$ cat src/rtl/pipeline_stall_controller_pkg.sv
// Shared constants for the pipeline hazard/stall sequencer.
package pipeline_stall_controller_pkg;
  typedef enum logic {
    RUN      = 1'b0,
    MEM_WAIT = 1'b1
  } state_e;

  localparam logic [4:0] REG_ZERO        = 5'd0;
  localparam int         MEM_TIMEOUT_DEF = 64;
  localparam int         CNT_W_DEF       = 16;
endpackage

$ cat src/rtl/pipeline_stall_controller_load_use_detect.sv
// Combinational load-use match between the load in EX and the sources of ID.
module load_use_detect
  import pipeline_stall_controller_pkg::*;
(
  input  logic       ex_memread_i,
  input  logic [4:0] ex_wreg_i,
  input  logic [4:0] id_rs_i,
  input  logic [4:0] id_rt_i,
  input  logic       id_uses_rt_i,
  output logic       match_o
);
  // r0 is hardwired to zero, so a load targeting it never creates a hazard.
  assign match_o = ex_memread_i && (ex_wreg_i != REG_ZERO) &&
                   ((ex_wreg_i == id_rs_i) || (id_uses_rt_i && (ex_wreg_i == id_rt_i)));
endmodule

$ cat src/rtl/pipeline_stall_controller.sv
// Hazard and stall sequencer: memory freeze > taken branch > load-use,
// plus a saturating stall counter and a sticky memory-timeout flag.
module pipeline_stall_controller
  import pipeline_stall_controller_pkg::*;
#(
  parameter int MEM_TIMEOUT = MEM_TIMEOUT_DEF,
  parameter int CNT_W       = CNT_W_DEF
) (
  input  logic             Clk,
  input  logic             Rst,
  input  logic [4:0]       ID_rs,
  input  logic [4:0]       ID_rt,
  input  logic             ID_UsesRt,
  input  logic             EX_MemRead,
  input  logic [4:0]       EX_WriteReg,
  input  logic             EX_BranchTaken,
  input  logic             MEM_MemAccess,
  input  logic             MemReady,
  output logic             PC_Write,
  output logic             IF_ID_Write,
  output logic             IF_ID_Flush,
  output logic             ID_EX_Write,
  output logic             ID_EX_Bubble,
  output logic             EX_MEM_Write,
  output logic             MEM_WB_Bubble,
  output logic [CNT_W-1:0] StallCount,
  output logic             MemTimeout
);
  localparam int WC_W = $clog2(MEM_TIMEOUT + 1);
  localparam logic [WC_W-1:0] WC_MAX = WC_W'(MEM_TIMEOUT);

  // {PC_Write, IF_ID_Write, IF_ID_Flush, ID_EX_Write, ID_EX_Bubble, EX_MEM_Write, MEM_WB_Bubble}
  localparam logic [6:0] CTL_RESET  = 7'b0011101;
  localparam logic [6:0] CTL_FREEZE = 7'b0000001;
  localparam logic [6:0] CTL_BRANCH = 7'b1111110;
  localparam logic [6:0] CTL_LDUSE  = 7'b0001110;
  localparam logic [6:0] CTL_NORMAL = 7'b1101010;

  state_e            state_q, state_d;
  logic [WC_W-1:0]   wait_q, wait_d;
  logic [CNT_W-1:0]  stall_q, stall_d;
  logic              to_q, to_d;
  logic              lu_match, freeze, branch, loaduse;
  logic [6:0]        ctl;

  load_use_detect u_lud (
    .ex_memread_i (EX_MemRead),
    .ex_wreg_i    (EX_WriteReg),
    .id_rs_i      (ID_rs),
    .id_rt_i      (ID_rt),
    .id_uses_rt_i (ID_UsesRt),
    .match_o      (lu_match)
  );

  always_comb begin
    freeze  = ((state_q == MEM_WAIT) || MEM_MemAccess) && !MemReady;
    branch  = !freeze && EX_BranchTaken;
    loaduse = !freeze && !branch && lu_match;

    ctl = CTL_NORMAL;
    if (Rst)          ctl = CTL_RESET;
    else if (freeze)  ctl = CTL_FREEZE;
    else if (branch)  ctl = CTL_BRANCH;
    else if (loaduse) ctl = CTL_LDUSE;

    state_d = state_q;
    case (state_q)
      RUN:      if (MEM_MemAccess && !MemReady) state_d = MEM_WAIT;
      MEM_WAIT: if (MemReady) state_d = RUN;
      default:  state_d = RUN;
    endcase

    wait_d = '0;
    if (state_d == MEM_WAIT)
      wait_d = (wait_q == WC_MAX) ? wait_q : wait_q + WC_W'(1);

    // The pipe keeps waiting after a timeout; the flag only reports it.
    to_d = to_q || ((state_d == MEM_WAIT) && (wait_d == WC_MAX));

    stall_d = stall_q;
    if (!ctl[6] && (stall_q != '1)) stall_d = stall_q + CNT_W'(1);
  end

  always_ff @(posedge Clk) begin
    if (Rst) begin
      state_q <= RUN;
      wait_q  <= '0;
      stall_q <= '0;
      to_q    <= 1'b0;
    end else begin
      state_q <= state_d;
      wait_q  <= wait_d;
      stall_q <= stall_d;
      to_q    <= to_d;
    end
  end

  assign {PC_Write, IF_ID_Write, IF_ID_Flush, ID_EX_Write,
          ID_EX_Bubble, EX_MEM_Write, MEM_WB_Bubble} = ctl;
  assign StallCount = stall_q;
  assign MemTimeout = to_q;
endmodule

$ cat config.mk
export PLATFORM = sky130hd
export DESIGN_NAME = pipeline_stall_controller
export DESIGN_NICKNAME = d
export VERILOG_FILES = /design/src/rtl/pipeline_stall_controller_pkg.sv /design/src/rtl/pipeline_stall_controller_load_use_detect.sv /design/src/rtl/pipeline_stall_controller.sv
export SDC_FILE = /design/constraint.sdc
export NUM_CORES = 1
export LEC_CHECK = 0
export CAP_MARGIN = 20
export CORE_MARGIN = 2
export CORE_UTILIZATION = 46
export DETAILED_ROUTE_END_ITERATION = 10
export GPL_TIMING_DRIVEN = 1
export HOLD_SLACK_MARGIN = 0.02
export PLACE_DENSITY = 0.83
export RECOVER_POWER = 100
export SLEW_MARGIN = 15
export SYNTH_ARGS = -nofsm -noshare
export SYNTH_HDL_FRONTEND = slang
export SYNTH_SLANG_ARGS = --single-unit
$ cat constraint.sdc
create_clock -name Clk -period 2.36 [get_ports Clk]
set_clock_uncertainty 0.05 [all_clocks]
set_input_delay 0.59 -clock Clk [delete_from_list [all_inputs] [get_ports Clk]]
set_output_delay 0.59 -clock Clk [all_outputs]
set_load 0.01 [all_outputs]
After elaboration in Yosys (flattened, before gate mapping):

Index checks and enable logic that the tools add are counted.

* register bits: 25
* input bits: 22
* output and inout bits: 24
* logic and storage cells: 39

* add/sub/neg operators: 2
* equal/unequal tests: 5
* mux-type cells: 9
* bitwise operators: 1
* reduce and logical (&&, ||, !) cells: 18

Operators with widths (count)
* $mux W7: 6
* $add A16 B1 Y16 const B: 1
* $ne A16 B16 Y1 const B: 1
* $eq A7 B7 Y1 const B: 2
* $eq A5 B5 Y1: 2
* $logic_and A1 B1 Y1: 10
* $add A7 B1 Y7 const B: 1
* $reduce_bool A5 Y1: 1
* $logic_not A1 Y1: 4
* $logic_or A1 B1 Y1: 3
* $mux W1: 2
* $pmux W1 S2: 1
* $not A1 Y1: 1

Longest topological paths before layout:

Gate-level depths: netlist of the first run.

* word-level depth: 13
* depth in mapped cells: 9
* gate-level depth less buffers: 7

Modules after synthesis:

A second synthesis of the first run with hierarchy kept.

* cells, all modules: 169
* area, all modules: 1440.1 µm²

Modules (own cells, without submodules)
* pipeline_stall_controller: instances 1, cells an instance 152, area each 1307.5 µm², seq. area each 500.5 µm²
* load_use_detect: instances 1, cells an instance 17, area each 132.6 µm², seq. area each 0.0 µm²

Worst setup path before layout of the first run:

Ideal clock, no wire load.

* kind: input-to-output
* start: input EX_WriteReg[0]
* end: output PC_Write
* arrival: 1.743 ns
* required time: 1.720 ns
* setup slack: -0.023 ns
* stages: 5
* buffers on the path: 1
* cell sequence: or4_1 > nor2_2 > nor3_1 > a21oi_1 > buf_4

* cells in the longest elaborated chain, start to end: 9
* elaborated cells on any way between the ends: 12
* those cells by class: eq/ne: 2; mux: 4; reduce/logical: 6

Ends and longest elaborated chain
* from (decl): RTL line pipeline_stall_controller.sv:15 `input logic [4:0] EX_WriteReg,`
* $eq A5 B5 Y1: RTL line pipeline_stall_controller_load_use_detect.sv:14 `((ex_wreg_i == id_rs_i) || (id_uses_rt_i && (ex_wreg_i == id_rt_i)));`
* $logic_and A1 B1 Y1: RTL line pipeline_stall_controller_load_use_detect.sv:14
* $logic_or A1 B1 Y1: RTL line pipeline_stall_controller_load_use_detect.sv:14
* $logic_and A1 B1 Y1 (*): RTL line pipeline_stall_controller_load_use_detect.sv:13 `assign match_o = ex_memread_i && (ex_wreg_i != REG_ZERO) &&`
* $logic_and A1 B1 Y1 (*): RTL line pipeline_stall_controller.sv:58 `loaduse = !freeze && !branch && lu_match;`
* $mux W7 (*): RTL line pipeline_stall_controller.sv:64 `else if (loaduse) ctl = CTL_LDUSE;`
* $mux W7 (*): RTL line pipeline_stall_controller.sv:63 `else if (branch) ctl = CTL_BRANCH;`
* $mux W7 (*): RTL line pipeline_stall_controller.sv:62 `else if (freeze) ctl = CTL_FREEZE;`
* $mux W7 (*): RTL line pipeline_stall_controller.sv:61 `if (Rst) ctl = CTL_RESET;`
* to (decl): RTL line pipeline_stall_controller.sv:19 `output logic PC_Write,`

Mark *: on every way between the ends. The rest lies on a longest branch, timed or not.

Final worst setup path of the first run:

* start: input EX_WriteReg[2]
* end: output ID_EX_Bubble

* cells in the longest elaborated chain, start to end: 9
* elaborated cells on any way between the ends: 12
* those cells by class: eq/ne: 2; mux: 4; reduce/logical: 6

Ends and longest elaborated chain
* $eq A5 B5 Y1: RTL line pipeline_stall_controller_load_use_detect.sv:14
* $logic_and A1 B1 Y1: RTL line pipeline_stall_controller_load_use_detect.sv:14
* $logic_or A1 B1 Y1: RTL line pipeline_stall_controller_load_use_detect.sv:14
* $logic_and A1 B1 Y1 (*): RTL line pipeline_stall_controller_load_use_detect.sv:13
* $logic_and A1 B1 Y1 (*): RTL line pipeline_stall_controller.sv:58
* $mux W7 (*): RTL line pipeline_stall_controller.sv:64
* $mux W7 (*): RTL line pipeline_stall_controller.sv:63
* $mux W7 (*): RTL line pipeline_stall_controller.sv:62
* $mux W7 (*): RTL line pipeline_stall_controller.sv:61
* to (decl): RTL line pipeline_stall_controller.sv:23 `output logic ID_EX_Bubble,`

Marked as above.

==> flow_summary.toml, run 1 <==
[cells_and_area]
final_area_mm2 = 0.002009
finalNetCount = 258
drive_above_1_share_pct = 15.95
diodes = 0
area_delta_synth_final_pct = 40.75

[status]
status = "complete, but fails checks"
violations = "negative setup slack"

[floorplanning]
io_pins = 46
core_region_area_mm2 = 0.003003
floorplan.rows = 20
die_y_um = 59.71
die-area_mm2 = 0.003565
fp.dieW_um = 59.71
start_util_pct = 47.54

[synthesis]
ys.warnings.count = 0
synth_top_area_share_pct = 35.06
syn_nets = 199
netlist_instances = 174
synth_most_common_cell = "dfxtp_1"
yosysTopAreaCell = "dfxtp_1"
synth_edf_count = 0
synth_cell_types = 36
ys_seq_elements = 25
synth_area_per_cell_um2 = 8.205
yosys-top-cells-area = "dfxtp_1 35%, xnor2_1 9.8%, a21oi_1 5.6%, nand3_1 5.6%, or3_1 4.8%"
syn_area_mm2 = 0.001428
synthTopCellsByCount = "25 x dfxtp_1, 17 x nor2_1, 16 x a21oi_1, 16 x nand3_1, 16 x xnor2_1"
yosysSeqAreaShare_pct = 35.06
async_flop_share_pct = 0
ys.flop_type = "dfxtp_1"

[sta]
period_share_pct = 101.3
worst_slack_ns = -0.03028
fin_tns_setup_ns = -0.07848
hold_viol = 0
worst_pin_slew_ns = 0.5294
post-route-min-period_ns = 2.390
slew_headroom_pct = 64.38
rsz0062_at_grt = "true"
drv_slew = 0
max_freq_mhz = 418.4
whs_ns = 0.4551
setup_viol = 3

[setup_path]
crit_type = "in2out"
cp_top_family = "simple AND/OR/NAND/NOR gates"
slowest_stage = "or4_4"
crit_path_end_kind = "output pin"
critPathRequiredTime_ns = 1.72
arrival_ns = 1.75
cp_max_fo = 3
start_kind = "primary input"
cpPeakStageDelay_ns = 0.54
crit_chain = "buf_6 > or4_4 > nor2_4 > nor3_4 > a21o_1 > buf_2"
crit_buf_inv = 2

[cts]
hold_buffers = 0
clk-insertion-delay-late_ns = 0.32
root_buffer = "clkbuf_4"
cts_tree = "built"
clk_pin_slew_ns = 0.13
cts_buffer_depth = 2
numCtsBuffers = 3
htree_levels = 1
cts.sinks = 25

[drt]
wl_um = 3521
vias_per_cell = 5.494
drtIter0Drc = 63
drt_pre_antenna_iters = 4
wl_per_cell_um = 13.29
drc = 0
vias = 1456
ant_nets = 0

[power]
p_switching_uw = 211.2
switching_share_pct = 26.72
p_leak_uw = 0.0007795
p_int_uw = 579.2
power.share.sequential_pct = 55.6
irDropWorstVdd_mv = 0.3385
clkPwrFrac_pct = 24.5
combPwrFrac_pct = 20.0
powerDensity_mw_per_mm2 = 393.4

[place]
io_buffers = 45
gp_congestion = 0.8473
hpwl_um = 2658
placed_area_mm2 = 0.001994

[hold_path]
hp-class = "reg2reg"

[global_route]
antenna_found_initial = 0
overflow = 0
grt_usage_pct = 21.02
grt_pass1_vias = 1290
grt_pass1_wl_um = 5706
grt_start_max_net_pins = 26

[flow_run]
cap_violations = 0
==> repair_timing <==
action	CTS	global route
resized for setup	57	4
pin swaps	17	3
endpoints found under the setup margin	20	5
buffers inserted	0	1
==> power by group through the flow <==
| stage | clock [µW] | sequential [µW] | combinational [µW] |
|---|---|---|---|
| after floorplan | 0 | 449 | 73.5 |
| after global placement | 0 | 448 | 164 |
| after detailed placement | 0 | 448 | 169 |
| after CTS | 198 | 439 | 162 |
| after global routing | 215 | 441 | 173 |
| final | 193 | 439 | 158 |
==> final timing paths <==
kind | depth (start not counted) | start | slack (ns) | to
worst max-delay path | 6 | EX_WriteReg[2] | -0.03 | ID_EX_Bubble
worst min-delay path | 2 | MemTimeout | 0.46 | MemTimeout
worst max register to register | 9 | StallCount[0] | 0.20 | StallCount[9]
worst min register to register | 2 | MemTimeout | 0.46 | MemTimeout
==> routing by layer <==
| metal | up-vias | wire, µm | GRT usage, % |
|---|---|---|---|
| met3 | 2 | 116 | 4.978 |
| li1 | 749 | - | - |
| met1 | 676 | 1571 | 27.22 |
| met4 | 0 | 10 | 3.492 |
| met2 | 29 | 1822 | 36.02 |
| met5 | - | 0 | 0 |
==> metrics by stage <==
| stage | std cells | setup WS [ns] | util (%) | total power (µW) |
|---|---|---|---|---|
| after floorplan | 174 | 0.06840 | - | 522.4 |
| after global placement | 260 | -0.7692 | 66.42 | 611.9 |
| after detailed placement | 260 | -0.8311 | 66.42 | 616.9 |
| after CTS | 264 | -0.0008709 | 67.38 | 799.4 |
| after global routing | 265 | -0.06385 | 66.92 | 828.7 |
| final | 265 | -0.03028 | 66.92 | 790.4 |
==> layout by cell type (no fill, tap or decap), drive strengths merged, types with 4 or more instances in the layout <==
master,instances
nand4,6
dlygate4sd3,17
o21ai,11
clkbuf,8
inv,5
buf,20
dfxtp,25
a21oi,17
xnor2,16
nand2,6
nor2,18
and3,4
dlygate4sd2,16
nand3,16
or3,11
==> flip-flops by register name, summed over array words and instances (netlist names) <==
name	flops
StallCount	16
wait_q	7
MemTimeout	1
state_q	1
==> cell families after synthesis <==
kind of cell | count (synthesis) | share of synthesized area [%]
simple gates | 73 | 27.43
buf+inv | 12 | 5.083
compound gates | 41 | 17.44
xor+xnor | 19 | 11.66
flops | 25 | 35.06
mux | 1 | 0.7012
fa+ha+maj | 3 | 2.630
==> final cells by class <==
type,instances,area [µm²]
Clock buffer,4,26.28
Timing Repair Buffer,61,519.2
Sequential cell,25,500.5
Inverter,5,18.77
Tap cell,33,41.29
Fill cell,258,993.5
Multi-Input combinational cell,137,903.4
==> worst min-delay path, cell delays in order, from the launching register on <==
cell and delay (ns):
dfxtp_1 0.36, a41oi_1 0.05, nor2_1 0.07
No activity file was read; power rests on OpenSTA's default activity.
==> run 2: changes to the inputs <==
- CAP_MARGIN: 20 -> 40
==> results of run 2 <==
Final layout, timing and power as in run 1 (identical DEF).
